$ cat config.mk
export PLATFORM = sky130hd
export DESIGN_NAME = dogx_cfg_loader_flat
export DESIGN_NICKNAME = d
export VERILOG_FILES = /design/src/rtl/dogx_cfg_loader_if.sv /design/src/rtl/dogx_cfg_loader.sv /design/src/flat_wrapper.sv
export SDC_FILE = /design/constraint.sdc
export NUM_CORES = 1
export LEC_CHECK = 0
export BUFFER_PORTS_ARGS = -buffer_cell sky130_fd_sc_hd__clkbuf_2
export CAP_MARGIN = 10
export CELL_PAD_IN_SITES_DETAIL_PLACEMENT = 1
export CELL_PAD_IN_SITES_GLOBAL_PLACEMENT = 1
export CORE_ASPECT_RATIO = 0.75
export CORE_MARGIN = 3
export CORE_UTILIZATION = 41
export CTS_CLUSTER_SIZE = 24
export DETAILED_ROUTE_END_ITERATION = 8
export PLACE_DENSITY = 0.82
export SYNTH_ARGS = -nofsm -noshare
export SYNTH_HDL_FRONTEND = slang
export SYNTH_SLANG_ARGS = --single-unit
$ cat constraint.sdc
create_clock -name clk -period 2.3 [get_ports clk]
set_input_delay 0.23 -clock clk [delete_from_list [all_inputs] [get_ports clk]]
set_output_delay 0.23 -clock clk [all_outputs]
set_load 0.02 [all_outputs]
$ cat src/rtl/dogx_cfg_loader_if.sv
// Host handshake and programmer pin bundle for the DOGX config loader.
// slave = loader side, master = host/driver side.
interface dogx_cfg_loader_if #(
  parameter int DATA_WIDTH = 64
);
  logic                  start;
  logic [DATA_WIDTH-1:0] cfg_word;
  logic                  abort;
  logic                  busy;
  logic                  done;
  logic                  aborted;
  logic                  CS;
  logic                  SCLK;
  logic                  SDI;

  modport master (
    output start,
    output cfg_word,
    output abort,
    input  busy,
    input  done,
    input  aborted,
    input  CS,
    input  SCLK,
    input  SDI
  );

  modport slave (
    input  start,
    input  cfg_word,
    input  abort,
    output busy,
    output done,
    output aborted,
    output CS,
    output SCLK,
    output SDI
  );
endinterface

$ cat src/rtl/dogx_cfg_loader.sv
// DOGX serial configuration master: MSB-first frame with CS lead/lag/idle.
// All pins are registered; SCLK is a data output, never a clock.
module dogx_cfg_loader #(
  parameter int DATA_WIDTH = 64,
  parameter int CLK_DIV    = 8,
  parameter int CS_LEAD    = 2,
  parameter int CS_LAG     = 2,
  parameter int CS_IDLE    = 4
) (
  input  logic              clk,
  input  logic              reset,
  dogx_cfg_loader_if.slave  bus
);

  localparam int BW   = $clog2(DATA_WIDTH + 1);
  localparam int M1   = (CLK_DIV > CS_LEAD) ? CLK_DIV : CS_LEAD;
  localparam int M2   = (CS_LAG > CS_IDLE) ? CS_LAG : CS_IDLE;
  localparam int MAXC = (M1 > M2) ? M1 : M2;
  localparam int CW   = $clog2(MAXC + 1);

  localparam logic [CW-1:0] DIV_L  = CW'(CLK_DIV - 1);
  localparam logic [CW-1:0] LEAD_L = CW'(CS_LEAD - 1);
  localparam logic [CW-1:0] LAG_L  = CW'(CS_LAG - 1);
  localparam logic [CW-1:0] IDLE_L = CW'(CS_IDLE - 1);
  localparam logic [BW-1:0] LAST_B = BW'(DATA_WIDTH - 1);

  typedef enum logic [2:0] {
    S_IDLE,
    S_LEAD,
    S_SHIFT,
    S_LAG,
    S_GAP
  } state_t;

  state_t                r_state;
  state_t                w_state;
  logic [DATA_WIDTH-1:0] r_shift;
  logic [DATA_WIDTH-1:0] w_shift;
  logic [BW-1:0]         r_bit;
  logic [BW-1:0]         w_bit;
  logic [CW-1:0]         r_cyc;
  logic [CW-1:0]         w_cyc;
  logic                  r_abt;
  logic                  w_abt;
  logic                  r_cs;
  logic                  w_cs;
  logic                  r_sclk;
  logic                  w_sclk;
  logic                  r_sdi;
  logic                  w_sdi;
  logic                  r_busy;
  logic                  w_busy;
  logic                  r_done;
  logic                  w_done;
  logic                  r_abd;
  logic                  w_abd;

  logic [CW-1:0]         w_lim;
  logic                  w_tc;
  logic                  w_last;
  logic                  w_kill;

  always_comb begin
    w_lim = '0;
    unique case (r_state)
      S_LEAD:  w_lim = LEAD_L;
      S_SHIFT: w_lim = DIV_L;
      S_LAG:   w_lim = LAG_L;
      S_GAP:   w_lim = IDLE_L;
      default: w_lim = '0;
    endcase
  end

  assign w_tc   = (r_cyc == w_lim);
  assign w_last = (r_bit == LAST_B);
  assign w_kill = bus.abort &&
                  ((r_state == S_LEAD) ||
                   (r_state == S_SHIFT) ||
                   (r_state == S_LAG));

  always_ff @(posedge clk or negedge reset) begin
    if (!reset) begin
      r_state <= S_IDLE;
      r_shift <= '0;
      r_bit   <= '0;
      r_cyc   <= '0;
      r_abt   <= 1'b0;
      r_cs    <= 1'b1;
      r_sclk  <= 1'b0;
      r_sdi   <= 1'b0;
      r_busy  <= 1'b0;
      r_done  <= 1'b0;
      r_abd   <= 1'b0;
    end else begin
      r_state <= w_state;
      r_shift <= w_shift;
      r_bit   <= w_bit;
      r_cyc   <= w_cyc;
      r_abt   <= w_abt;
      r_cs    <= w_cs;
      r_sclk  <= w_sclk;
      r_sdi   <= w_sdi;
      r_busy  <= w_busy;
      r_done  <= w_done;
      r_abd   <= w_abd;
    end
  end

  always_comb begin
    w_state = r_state;
    unique case (r_state)
      S_IDLE: begin
        if (bus.start) w_state = S_LEAD;
      end
      S_LEAD: begin
        if (w_kill)    w_state = S_GAP;
        else if (w_tc) w_state = S_SHIFT;
      end
      S_SHIFT: begin
        if (w_kill)
          w_state = S_GAP;
        else if (w_tc && r_sclk && w_last)
          w_state = S_LAG;
      end
      S_LAG: begin
        if (w_kill || w_tc) w_state = S_GAP;
      end
      S_GAP: begin
        if (w_tc) w_state = S_IDLE;
      end
      default: w_state = S_IDLE;
    endcase
  end

  always_comb begin
    w_shift = r_shift;
    w_bit   = r_bit;
    w_cyc   = r_cyc + CW'(1);
    w_abt   = r_abt;
    w_cs    = r_cs;
    w_sclk  = r_sclk;
    w_sdi   = r_sdi;
    w_busy  = r_busy;
    w_done  = 1'b0;
    w_abd   = 1'b0;
    unique case (r_state)
      S_IDLE: begin
        w_cyc = '0;
        if (bus.start) begin
          w_shift = bus.cfg_word;
          w_bit   = '0;
          w_abt   = 1'b0;
          w_cs    = 1'b0;
          w_sdi   = bus.cfg_word[DATA_WIDTH-1];
          w_busy  = 1'b1;
        end
      end
      S_LEAD: begin
        if (w_tc) w_cyc = '0;
      end
      S_SHIFT: begin
        if (w_tc) begin
          w_cyc  = '0;
          w_sclk = ~r_sclk;
          // next bit goes out on the falling edge; last bit is held into LAG
          if (r_sclk) begin
            w_bit = r_bit + BW'(1);
            if (!w_last) begin
              w_shift = r_shift << 1;
              w_sdi   = r_shift[DATA_WIDTH-2];
            end
          end
        end
      end
      S_LAG: begin
        if (w_tc) begin
          w_cyc = '0;
          w_cs  = 1'b1;
          w_sdi = 1'b0;
        end
      end
      S_GAP: begin
        if (w_tc) begin
          w_cyc  = '0;
          w_busy = 1'b0;
          w_done = 1'b1;
          w_abd  = r_abt;
        end
      end
      default: w_cyc = '0;
    endcase
    if (w_kill) begin
      w_cyc  = '0;
      w_cs   = 1'b1;
      w_sclk = 1'b0;
      w_sdi  = 1'b0;
      w_abt  = 1'b1;
    end
  end

  assign bus.busy    = r_busy;
  assign bus.done    = r_done;
  assign bus.aborted = r_abd;
  assign bus.CS      = r_cs;
  assign bus.SCLK    = r_sclk;
  assign bus.SDI     = r_sdi;

endmodule

$ cat src/flat_wrapper.sv
// flat-port wrapper written by rule: the top's interface ports become plain ports
module dogx_cfg_loader_flat 
#(
  parameter int DATA_WIDTH = 64,
  parameter int CLK_DIV    = 8,
  parameter int CS_LEAD    = 2,
  parameter int CS_LAG     = 2,
  parameter int CS_IDLE    = 4
)
  (clk, reset, bus_start, bus_cfg_word, bus_abort, bus_busy, bus_done, bus_aborted, bus_CS, bus_SCLK, bus_SDI);
  dogx_cfg_loader_if #(.DATA_WIDTH(DATA_WIDTH)) bus_i ();
  input  logic clk;
  input  logic reset;
  input wire logic [$bits(bus_i.start)-1:0] bus_start;
  input wire logic [$bits(bus_i.cfg_word)-1:0] bus_cfg_word;
  input wire logic [$bits(bus_i.abort)-1:0] bus_abort;
  output wire logic [$bits(bus_i.busy)-1:0] bus_busy;
  output wire logic [$bits(bus_i.done)-1:0] bus_done;
  output wire logic [$bits(bus_i.aborted)-1:0] bus_aborted;
  output wire logic [$bits(bus_i.CS)-1:0] bus_CS;
  output wire logic [$bits(bus_i.SCLK)-1:0] bus_SCLK;
  output wire logic [$bits(bus_i.SDI)-1:0] bus_SDI;
  assign bus_i.start = bus_start;
  assign bus_i.cfg_word = bus_cfg_word;
  assign bus_i.abort = bus_abort;
  assign bus_busy = bus_i.busy;
  assign bus_done = bus_i.done;
  assign bus_aborted = bus_i.aborted;
  assign bus_CS = bus_i.CS;
  assign bus_SCLK = bus_i.SCLK;
  assign bus_SDI = bus_i.SDI;
  dogx_cfg_loader #(.DATA_WIDTH(DATA_WIDTH), .CLK_DIV(CLK_DIV), .CS_LEAD(CS_LEAD), .CS_LAG(CS_LAG), .CS_IDLE(CS_IDLE)) u_core (.clk(clk), .reset(reset), .bus(bus_i));
endmodule
# Word level (Yosys, flattened, before mapping)
# Index checks and enable logic that the tools add are counted.
dict set report classes {
  addsub 2
  n_eq_ne 19
  mux 43
  bitwise_logic 1
  n_reduce_logical 25
}
# cell n
set op_table {}
lappend op_table {{2-to-1 mux 63 bit} 4}
lappend op_table {{case mux 63 bit (2 select lines)} 1}
lappend op_table {{2-to-1 mux 3 bit} 7}
lappend op_table {{2-to-1 mux 7 bit} 3}
lappend op_table {{2-to-1 mux 1 bit} 19}
lappend op_table {{case mux 3 bit (5 select lines)} 1}
lappend op_table {{case mux 7 bit (2 select lines)} 1}
lappend op_table {{2-to-1 mux 4 bit} 3}
lappend op_table {{!= test 3 x 1 -> 1 bit, second input constant} 4}
lappend op_table {{nonzero test 2 bit} 6}
lappend op_table {{AND reduction 5 bit} 2}
lappend op_table {{case mux 3 bit (3 select lines)} 1}
lappend op_table {{adder 7 x 1 -> 7 bit, second input constant} 1}
lappend op_table {{== test 7 x 6 -> 1 bit, second input constant} 1}
lappend op_table {{== test 3 x 2 -> 1 bit, second input constant} 2}
lappend op_table {{!= test 2 x 1 -> 1 bit, second input constant} 3}
lappend op_table {{!= test 2 bit, second input constant} 3}
lappend op_table {{!= test 3 x 2 -> 1 bit, second input constant} 2}
lappend op_table {{AND reduction 3 bit} 2}
lappend op_table {{AND reduction 6 bit} 1}
lappend op_table {{adder 4 x 1 -> 4 bit, second input constant} 1}
lappend op_table {{== test 4 x 3 -> 1 bit} 1}
lappend op_table {{case mux 1 bit (2 select lines)} 2}
lappend op_table {{AND reduction 2 bit} 2}
lappend op_table {{other kinds (13)} 17}
dict set report totals {
  reg_bits 84
  in_bits 68
  out_inout_bits 6
}

# Longest topological paths before layout
# Gate-level depths: netlist of run 1.
dict set report depth {
  word_depth 9
  ltp_mapped 7
}

# Worst setup path before layout of run 1
# Ideal clock, no wire load.
dict set report synth_path {
  path_type {reg-to-reg}
  startpoint {reg u_core.r_state[2]}
  endpoint {reg u_core.r_shift[34]}
  setup_time_ns 0.125
  t_arrival_ns 2.216
  required_time_ns 2.175
  slack_ns -0.040
  path_stages_with_launch 8
  path_buffers 2
  synth_period_minus_slack_ns 2.340
  path_cell_list {dfrtp_1 clkbuf_2 or3_4 a211oi_4 o311ai_2 a22oi_4 buf_6 mux2_2}
}
dict set report synth_between {
  elab_chain_cells 6
  elab_cells_between_ends 15
  classes_between {9 x eq/ne; 2 x mux; 4 x reduce/logical}
}
# item line
set synth_rtl {}
lappend synth_rtl {{start, declared} dogx_cfg_loader.sv:35} ;# state_t r_state;
lappend synth_rtl {{start signal, assigned} dogx_cfg_loader.sv:95} ;# r_state <= w_state;
lappend synth_rtl {{== test 3 x 2 -> 1 bit or == test 3 x 1 -> 1 bit (tied branches)} dogx_cfg_loader.sv:65} ;# unique case (r_state)
lappend synth_rtl {{OR reduction 2 bit (no line)} -}
lappend synth_rtl {{case mux 3 bit (3 select lines)} dogx_cfg_loader.sv:65}
lappend synth_rtl {{== test 4 x 3 -> 1 bit} dogx_cfg_loader.sv:74} ;# assign w_tc = (r_cyc == w_lim);
lappend synth_rtl {{!= test 2 x 1 -> 1 bit (no line)} -}
lappend synth_rtl {{AND reduction 5 bit (no line)} -}
lappend synth_rtl {{end signal, assigned} dogx_cfg_loader.sv:96} ;# r_shift <= w_shift;
lappend synth_rtl {{end, declared} dogx_cfg_loader.sv:37} ;# logic [DATA_WIDTH-1:0] r_shift;
# Parallel ways exist; a longest one is shown, timed or not.
# A chain may end at the register's enable or synchronous reset.

# Worst setup path in the final report of run 1
dict set report layout_path {
  startpoint {reg u_core.r_state[2]}
  endpoint {reg u_core.r_shift[16]}
}
# Same word-level chain as after synthesis.

==> impl_metrics.env, run 1 <==
export IMPL_outcome="finished with violations"
export IMPL_violations="setup timing"
export IMPL_timing_final_crit_share_pct=101
export IMPL_synth_area_leaders="dfrtp_1 (48%), mux2_2 (30%), mux2_1 (2.6%)"
export IMPL_async_reset_ff_share_pct=100
export IMPL_synth_fp_nets=409
export IMPL_power_mw=6.95
export IMPL_setup_violations=25
export IMPL_crit_family="compound AO/OA/AOI/OAI gates"
export IMPL_grt_ovfl_total=0
export IMPL_tritoncts="yes"
export IMPL_max_stage_delay_ns=0.44
export IMPL_powerDensity_mw_per_mm2=1280
export IMPL_initial_utilization_pct=43.4
export IMPL_crit_required_ns=2.52
export IMPL_avgSynthCellArea_sq_um=12.8
export IMPL_synth_cell_type_count=48
export IMPL_gp_congestion=0.800
export IMPL_grt_use_total_pct=17.4
export IMPL_synthCells=339
export IMPL_fin_ws_ns=-0.0193
export IMPL_synth_top_area_share_pct=48.0
export IMPL_root_buffer="clkbuf_16"
export IMPL_fill_cells=1044
export IMPL_fin_nets=502
export IMPL_h_tree_depth=3
export IMPL_antennaDiodeCount=0
export IMPL_worstMarginPinSlew_ns=0.631
export IMPL_wirelength_mm=10.6
export IMPL_first_pass_iters=4
export IMPL_ir_drop_mv=0.609
export IMPL_fp_row_count=31
export IMPL_finClkSkew_ns=0.00580
export IMPL_hold_violations=0
export IMPL_synth_seq_area_share_pct=48.6
export IMPL_stdcell_count=569
export IMPL_synth_edf_count=0
export IMPL_cp_common_cell="buf_12"
export IMPL_viasPerCell=5.24
export IMPL_fp_dieW_um=125
export IMPL_end_kind="flop"
export IMPL_ys_flop_type="dfrtp_1"
export IMPL_ios=74
export IMPL_area_growth_pct=25.5
export IMPL_grt_pass1_wl_mm=16.5
export IMPL_start_kind="flop"
export IMPL_coreArea_sq_mm=0.00997
export IMPL_path_buf_inv=2
export IMPL_clock_sinks=84
export IMPL_wl_per_cell_um=18.6
export IMPL_worstPathArrival_ns=2.54
export IMPL_cpMaxStageDelayCell="dfrtp_2"
export IMPL_numCtsBuffers=9
export IMPL_cap_violations=0
export IMPL_crit_type="reg2reg"
export IMPL_grt_setup_unrepaired="yes"
export IMPL_num_vias=2984
export IMPL_ys_ff_latch=84
export IMPL_grt_max_degree=49
export IMPL_dr_first_iter_drc_count=118
export IMPL_clk_latency_ns=0.34
export IMPL_cp_max_fo=12
export IMPL_postRouteAntennaNets=0
export IMPL_clk_pin_slew_ns=0.06
export IMPL_clock_path_buffers=2
export IMPL_yosysTopAreaCell="dfrtp_1"
export IMPL_die_y_um=95.0
export IMPL_slew_viol_final=0
export IMPL_layout_drive_gt1_share_pct=56.1
export IMPL_dpl_hpwl_mm=7.00
export IMPL_drt_drc_violations_left=0
export IMPL_yosysWarnings=0
export IMPL_crit_chain="or3_4 > a211oi_4 > o311ai_4 > a22oi_4 > buf_12 > buf_12 > mux2_2"
export IMPL_max_slew_margin_pct=57.9
export IMPL_rrSetupSlack_ns=-0.02
export IMPL_io_buffer_count=73
export IMPL_die_area_sq_mm=0.0118
export IMPL_fin_crit_ns=2.32
export IMPL_grt_pass1_vias=3285
export IMPL_antenna_found_initial=0
export IMPL_synth_area_sq_mm=0.00433
export IMPL_setup_tns_ns=-0.106
export IMPL_leakage_nw=2.40
export IMPL_max_freq_mhz=431
export IMPL_dpl_cell_count=546
export IMPL_hp_class="in2reg"
==> cells in the mapped netlist, types with 2 or more instances <==
cell / instances
mux2_2: 116
dfrtp_1: 83
o21ai_0: 14
a21oi_1: 11
clkbuf_1: 10
mux2_1: 10
nand2_1: 10
nand3_1: 9
nor2_1: 9
inv_1: 8
buf_6: 6
and3_1: 4
or3_1: 4
and2_1: 3
nor3_1: 3
ha_1: 2
nand2b_1: 2
nor2b_1: 2
o31ai_1: 2
or2_2: 2
xnor2_1: 2
==> kinds of logic (layout without fill, tap and decap cells) <==
family / after synthesis / in the layout / synth area share (%)
AOI/OAI and AO/OA: 42 / 42 / 7.06
DFF: 84 / 84 / 48.6
muxes: 127 / 127 / 33.0
buffers and inverters: 27 / 125 / 3.44
and+or+nand+nor: 55 / 55 / 6.86
xor gates and xnor gates: 2 / 2 / 0.405
adders and majority gates: 2 / 2 / 0.578
==> area by class of cell <==
class                   instances  area [sq um]  share of cell area, %
multi-input cells             228          2150                   39.6
flip-flops and latches         84          2100                   38.8
repair buffers                101           686                   12.6
clock buffers                  10           229                   4.22
well taps                     132           165                   3.04
clock inverters                 6          65.1                   1.20
inverters                       8          30.0                  0.553
==> timing repair <==
action | in CTS | in global routing
pin swaps | 0 | 2
gates cloned | 0 | 3
endpoints found under the hold margin | 46 | 0
setup buffers | 0 | 3
setup endpoints to repair | 45 | 67
gates resized for setup | 1 | 19
hold buffers | 1 | 0
==> final timing paths <==
kind / startpoint / endpoint / depth (start not counted)
hold / removal: bus_cfg_word[0] / u_core.r_shift[0]$_DFFE_PN0P_ / 3
setup reg to reg: u_core.r_state[2]$_DFFE_PN0P_ / u_core.r_shift[16]$_DFFE_PN0P_ / 7
max in group asynchronous: reset / u_core.bus.CS$_DFFE_PN1P_ / 3
min in group asynchronous: reset / u_core.r_shift[23]$_DFFE_PN0P_ / 2
hold reg to reg: u_core.r_shift[27]$_DFFE_PN0P_ / u_core.r_shift[27]$_DFFE_PN0P_ / 1
setup / recovery: u_core.r_state[2]$_DFFE_PN0P_ / u_core.r_shift[16]$_DFFE_PN0P_ / 7
==> report_power, final <==
part           switching [mW]  internal, mW  leakage [nW]  total, mW
logic                    1.26          1.71          1.25       2.97
registers               0.383          2.16          1.01       2.54
clock network           0.594         0.841         0.142       1.43
total                    2.24          4.71          2.40       6.95
==> routing by layer <==
layer | part of all wire, % | wire length, um | GRT usage, %
met3 | 4.8 | 504 | 4.64
met1 | 46 | 4830 | 22.5
met5 | 0 | 0 | 0
met2 | 49 | 5130 | 29.3
met4 | 0.90 | 95 | 4.38
==> per-stage QoR <==
stage	area, sq um	hold WS [ns]	util [%]	setup slack, ns
final	5430	0.106	54.4	-0.0193
after global routing	5430	0.104	54.4	-0.0672
after CTS	5270	0.0904	52.8	0.00155
after detailed placement	4950	0.294	49.7	0.00886
after global placement	4950	0.280	49.7	0.114
after floorplan	4340	-0.0656	-	0.0288
==> sequential cells by signal (all words and copies together) (netlist names), 3 cells and up <==
signal and cells:
u_core.r_shift 63, u_core.r_bit 7, u_core.r_cyc 4, u_core.r_state 3
==> tightest hold or removal path, delay by kind of cell <==
family	cells	cell delay, ns
simple gates	1	0.04
compound gates	1	0.06
buf+inv	1	0.08
==> cell usage in the layout, fill, tap and decap left out, types with 2 or more instances in the layout <==
master and n:
clkbuf_2 72, o21ai_0 13, clkinv_4 2, o31ai_1 2, mux2_2 105, clkbuf_16 11
and3_1 4, nand3_1 9, mux2_1 8, nand2_1 10, nand2b_1 2, xnor2_1 2
nor2b_1 2, nor2_1 9, a21oi_1 11, inv_1 8, clkinv_2 2, nor3_1 3
and2_1 3, mux2_4 13, dfrtp_1 82, ha_1 2, or2_2 2, or3_1 4
buf_12 5, buf_4 20
Note: power is estimated with default switching activity, not from simulation.
==> inputs of run 2 (changes only) <==
Settings changed: ABC_AREA set to 1, CORE_ASPECT_RATIO 0.75 to 0.8, CORE_UTILIZATION 41 to 36, PLACE_DENSITY 0.82 to 0.81.
==> impl_metrics.env, run 2 <==
export IMPL_die_y_um=105
export IMPL_postRouteAntennaNets=0
export IMPL_worstMarginPinSlew_ns=0.610
export IMPL_cts_setup_buffers=0
export IMPL_antennaDiodeCount=0
export IMPL_dpl_cell_count=828
export IMPL_avgSynthCellArea_sq_um=7.05
export IMPL_holdWs_ns=0.144
export IMPL_synth_edf_count=0
export IMPL_largest_register="u_core.r_shift"
export IMPL_grt_pass1_wl_mm=20.4
export IMPL_grt_ovfl_total=0
export IMPL_leakage_nw=3.00
export IMPL_powerDensity_mw_per_mm2=1240
export IMPL_num_vias=4199
export IMPL_area_growth_pct=19.1
export IMPL_stdcell_count=845
export IMPL_ys_flop_type="dfrtp_1"
export IMPL_grt_use_total_pct=18.2
export IMPL_ir_drop_mv=0.404
export IMPL_wirelength_mm=12.1
export IMPL_place_area_sq_mm=0.00493
export IMPL_synth_top_area_share_pct=46.9
export IMPL_viasPerCell=4.97
export IMPL_fp_dieW_um=130
export IMPL_yosysWarnings=0
export IMPL_outcome="finished clean"
export IMPL_end_kind="flop"
export IMPL_final_common_cell="nand2_1"
export IMPL_yosysMostFrequentCell="nand2_1"
export IMPL_root_buffer="clkbuf_16"
export IMPL_fin_nets=762
export IMPL_io_buffer_count=73
export IMPL_setup_tns_ns=0
export IMPL_synth_cell_type_count=28
export IMPL_worstPathArrival_ns=2.29
export IMPL_layout_drive_gt1_share_pct=16.9
export IMPL_grt_pass1_vias=4249
export IMPL_clk_latency_ns=0.34
export IMPL_crit_type="reg2reg"
export IMPL_async_reset_ff_share_pct=100
export IMPL_grt_setup_unrepaired="no"
export IMPL_dr_first_iter_drc_count=254
export IMPL_drt_drc_violations_left=0
export IMPL_synth_seq_area_share_pct=47.5
export IMPL_crit_required_ns=2.53
export IMPL_ys_ff_latch=84
export IMPL_fp_row_count=35
export IMPL_coreArea_sq_mm=0.0118
export IMPL_clk_pin_slew_ns=0.06
export IMPL_initial_utilization_pct=37.6
export IMPL_slew_viol_final=0
export IMPL_synthCells=629
export IMPL_max_slew_margin_pct=59.3
export IMPL_ios=74
export IMPL_timing_final_crit_share_pct=89.8
export IMPL_synth_area_sq_mm=0.00443
export IMPL_stdcell_area_sq_mm=0.00528
export IMPL_synth_area_leaders="dfrtp_1 (47%), nand2_1 (30%), nand3_1 (9.3%)"
export IMPL_ys_top_cells_by_count="nand2_1 (352), dfrtp_1 (83), nand3_1 (82)"
export IMPL_clock_path_buffers=2
export IMPL_synth_fp_nets=699
export IMPL_fin_crit_ns=2.07
export IMPL_hp_class="in2reg"
export IMPL_largest_register_ffs=63
export IMPL_cp_max_fo=8
export IMPL_start_kind="flop"
export IMPL_first_pass_iters=4
export IMPL_h_tree_depth=3
export IMPL_grt_max_degree=69
export IMPL_clock_sinks=84
export IMPL_numCtsBuffers=9
export IMPL_max_freq_mhz=484
export IMPL_yosysTopAreaCell="dfrtp_1"
export IMPL_tritoncts="yes"
export IMPL_antenna_found_initial=0
export IMPL_cap_violations=0
export IMPL_gp_congestion=0.774
export IMPL_setup_violations=0
export IMPL_dpl_hpwl_mm=8.10
export IMPL_reg_top3="u_core.r_shift x63, u_core.r_bit x7, u_core.r_cyc x4"
export IMPL_hold_violations=0
export IMPL_mostFrequentLayoutCells="nand2_1 (352), dfrtp_1 (83), nand3_1 (81), clkbuf_2 (72), inv_1 (19)"
export IMPL_wl_per_cell_um=14.3
export IMPL_finClkSkew_ns=0.00403
export IMPL_die_area_sq_mm=0.0137
run 2: changes by cell type after synthesis, moves of 7 or more:
cell	delta
nor2_1	+7
inv_1	+12
o21ai_0	-7
a21oi_1	-8
buf_2	+11
mux2_2	-116
mux2_1	-10
nand2_1	+342
nand3_1	+73
run 2: path summary, 6_finish.rpt:
path / start / endpoint / slack, ns / depth (start not counted)
setup reg to reg: u_core.r_state[0]$_DFFE_PN0P_ / u_core.r_state[1]$_DFFE_PN0P_ / 0.23 / 12
setup / recovery: u_core.r_state[0]$_DFFE_PN0P_ / u_core.r_state[1]$_DFFE_PN0P_ / 0.23 / 12
max in group asynchronous: reset / u_core.r_shift[7]$_DFFE_PN0P_ / 1.31 / 3
min in group asynchronous: reset / u_core.r_state[2]$_DFFE_PN0P_ / 0.33 / 2
hold reg to reg: u_core.bus.CS$_DFFE_PN1P_ / u_core.bus.CS$_DFFE_PN1P_ / 0.47 / 2
hold / removal: bus_cfg_word[0] / u_core.r_shift[0]$_DFFE_PN0P_ / 0.14 / 3
run 2: metrics by stage:
stage	total power, mW	util, %	setup WS, ns
detailed placement	4.93	41.8	0.244
finish	6.53	44.8	0.234
floorplan	4.22	-	0.561
global placement	4.74	41.8	0.366
global route	7.09	44.8	0.0393
CTS	6.63	44.8	0.233
run 2: routing by layer:
layer	vias to the layer above	routed length (um)	track usage, %	share of wire [%]
li1	2083	-	-	-
met1	2021	5780	26.2	48
met2	84	5680	28.1	47
met3	11	480	3.80	4.0
met4	0	123	4.45	1.0
met5	-	0	0	0
run 2: cell type report:
cell class	count	area (sq um)
clock buffers	9	225
multi-input cells	489	2070
inverters	22	82.6
well taps	148	185
clock inverters	7	115
repair buffers	86	493
fillers	1525	6500
flip-flops and latches	84	2100
run 2: kinds of logic (layout without fill, tap and decap cells):
| logic type | Yosys count | count (layout) | synth area share (%) |
|---|---|---|---|
| AO/OA/AOI/OAI | 13 | 13 | 1.61 |
| adder cells (fa/ha/maj) | 2 | 2 | 0.565 |
| buffers and inverters | 56 | 124 | 5.84 |
| flip-flops | 84 | 84 | 47.5 |
| XOR/XNOR | 4 | 4 | 0.791 |
| AND/OR/NAND/NOR | 470 | 470 | 43.7 |
run 2: power by group:
group / switching [mW] / internal [mW]
Combinational: 1.59 / 0.789
Clock: 0.603 / 1.06
Sequential: 0.390 / 2.10
Total: 2.58 / 3.94
run 2: critical path, stage by stage, from the launching register on:
cell and delay [ns]:
dfrtp_1 0.48, nor2_2 0.19, nand2_2 0.14, nand2_1 0.11, nand3_2 0.08, nor2_4 0.18
nand2_2 0.16, nand2_1 0.16, nand2_1 0.06, nor2_1 0.16, nand2_1 0.10, nand2_1 0.08
nand2_1 0.06
run 2: repair_timing:
item / 4_1_cts / 5_1_grt
hold buffers: 1 / 0
hold endpoints to repair: 21 / 0
setup endpoints to repair: 0 / 0
gates resized for setup: 0 / 0
==> inputs of run 3 (changes only) <==
Settings changed: ABC_AREA 1 to not set, CORE_UTILIZATION 36 to 41, GPL_ROUTABILITY_DRIVEN set to 0, PLACE_DENSITY 0.81 to 0.82.
==> impl_metrics.env, run 3 (synthesized netlist as in run 1, its figures left out) <==
export IMPL_dpl_hpwl_mm=7.01
export IMPL_clock_path_buffers=2
export IMPL_grt_setup_unrepaired="yes"
export IMPL_io_buffer_count=73
export IMPL_ir_drop_mv=0.610
export IMPL_fin_crit_ns=2.27
export IMPL_fin_nets=506
export IMPL_hp_class="in2reg"
export IMPL_worstMarginPinSlew_ns=0.523
export IMPL_die_y_um=97.9
export IMPL_antennaDiodeCount=0
export IMPL_slew_viol_final=0
export IMPL_grt_max_degree=41
export IMPL_wirelength_mm=9.89
export IMPL_power_mw=6.83
export IMPL_met2_usage_pct=29.7
export IMPL_layout_drive_gt1_share_pct=56.9
export IMPL_place_area_sq_mm=0.00498
export IMPL_powerDensity_mw_per_mm2=1260
export IMPL_crit_required_ns=2.52
export IMPL_wl_per_cell_um=17.1
export IMPL_outcome="finished clean"
export IMPL_final_common_cell="mux2_2"
export IMPL_finClkSkew_ns=0.00593
export IMPL_fp_dieW_um=121
export IMPL_top_usage_layer="met2"
export IMPL_cap_violations=0
export IMPL_setup_violations=0
export IMPL_worstPathArrival_ns=2.49
export IMPL_leakage_nw=2.40
export IMPL_fp_row_count=32
export IMPL_first_pass_iters=4
export IMPL_postRouteAntennaNets=0
export IMPL_grt_pass1_wl_mm=16.1
export IMPL_setup_tns_ns=0
export IMPL_start_kind="flop"
export IMPL_viasPerCell=5.13
export IMPL_cp_max_fo=16
export IMPL_clk_latency_ns=0.34
export IMPL_timing_final_crit_share_pct=98.7
export IMPL_clock_sinks=84
export IMPL_fin_ws_ns=0.0297
export IMPL_ios=74
export IMPL_mostFrequentLayoutCells="mux2_2 (108), dfrtp_1 (80), clkbuf_2 (72), buf_4 (24), o21ai_0 (14)"
export IMPL_use_met1_pct=20.4
export IMPL_num_vias=2959
export IMPL_grt_use_total_pct=17.1
export IMPL_grt_pass1_vias=3348
export IMPL_grt_ovfl_total=0
export IMPL_area_growth_pct=25.3
export IMPL_max_freq_mhz=440
export IMPL_h_tree_depth=3
export IMPL_max_slew_margin_pct=65.1
export IMPL_crit_type="reg2reg"
export IMPL_antenna_found_initial=0
export IMPL_die_area_sq_mm=0.0118
export IMPL_tritoncts="yes"
export IMPL_end_kind="flop"
export IMPL_root_buffer="clkbuf_16"
export IMPL_initial_utilization_pct=43.4
export IMPL_holdWs_ns=0.108
export IMPL_largest_register="u_core.r_shift"
export IMPL_hold_violations=0
export IMPL_clk_pin_slew_ns=0.06
export IMPL_reg_top3="u_core.r_shift x63, u_core.r_bit x7, u_core.r_cyc x4"
export IMPL_drt_drc_violations_left=0
export IMPL_place_ws_ns=0.00707
export IMPL_coreArea_sq_mm=0.00997
export IMPL_stdcell_area_sq_mm=0.00542
export IMPL_largest_register_ffs=63
export IMPL_dr_first_iter_drc_count=124
export IMPL_numCtsBuffers=9
export IMPL_use_met3_pct=5.21
==> run 3: cell types whose count changed in the layout (fill, tap and decap cells not counted), moves of 7 or more <==
cell     before  now
nor2_1       16    9
mux2_1        0   10
mux2_2        0  108
inv_1        19    8
o21ai_0       7   14
nand2_1     352   10
nand3_1      81    9
buf_4        11   24
mux2_4        0    8
a21oi_1       3   11
==> run 3: cell type report <==
type | count | area, sq um
Timing Repair Buffer | 105 | 681
Inverter | 8 | 30.0
Tap cell | 136 | 170
Sequential cell | 84 | 2110
Multi-Input combinational cell | 228 | 2130
Clock buffer | 10 | 239
Fill cell | 1038 | 4550
Clock inverter | 6 | 62.6
==> run 3: routing by layer <==
| layer | vias up | wire length, um |
|---|---|---|
| li1 | 1419 | - |
| met1 | 1467 | 4450 |
| met2 | 59 | 4870 |
| met3 | 14 | 437 |
| met4 | 0 | 130 |
| met5 | - | 0 |
==> run 3: where the power goes <==
part	switching [mW]	total, mW	internal [mW]
clock	0.588	1.46	0.870
combinational	1.20	2.84	1.64
sequential	0.372	2.53	2.16
total	2.16	6.83	4.67
==> run 3: final timing paths <==
check	startpoint	end	slack, ns	depth (start not counted)
setup / recovery	u_core.r_state[2]$_DFFE_PN0P_	u_core.r_shift[56]$_DFFE_PN0P_	0.03	7
hold / removal	bus_cfg_word[0]	u_core.r_shift[0]$_DFFE_PN0P_	0.11	3
setup reg to reg	u_core.r_state[2]$_DFFE_PN0P_	u_core.r_shift[56]$_DFFE_PN0P_	0.03	7
hold reg to reg	u_core.r_shift[30]$_DFFE_PN0P_	u_core.r_shift[30]$_DFFE_PN0P_	0.48	1
max in group asynchronous	reset	u_core.bus.CS$_DFFE_PN1P_	1.21	3
min in group asynchronous	reset	u_core.r_shift[26]$_DFFE_PN0P_	0.41	2
==> run 3: worst max-delay path, cell delays in order (launching register included) <==
cell	delay (ns)
dfrtp_2	0.43
or3_4	0.42
a211oi_4	0.28
o311ai_4	0.15
a22oi_4	0.23
buf_6	0.14
buf_12	0.14
mux2_2	0.35
==> run 3: repair_timing <==
action	in CTS	in global routing
hold buffers	1	0
cloned	0	2
gates resized for setup	1	15
setup endpoints to repair	1	65
setup buffers	0	4
endpoints found under the hold margin	37	0
==> run 3: per-stage QoR <==
step	utilization, %	std cells
finish	54.4	577
global route	54.4	577
CTS	53.2	571
detailed placement	50.0	554
global placement	50.0	554
floorplan	-	339
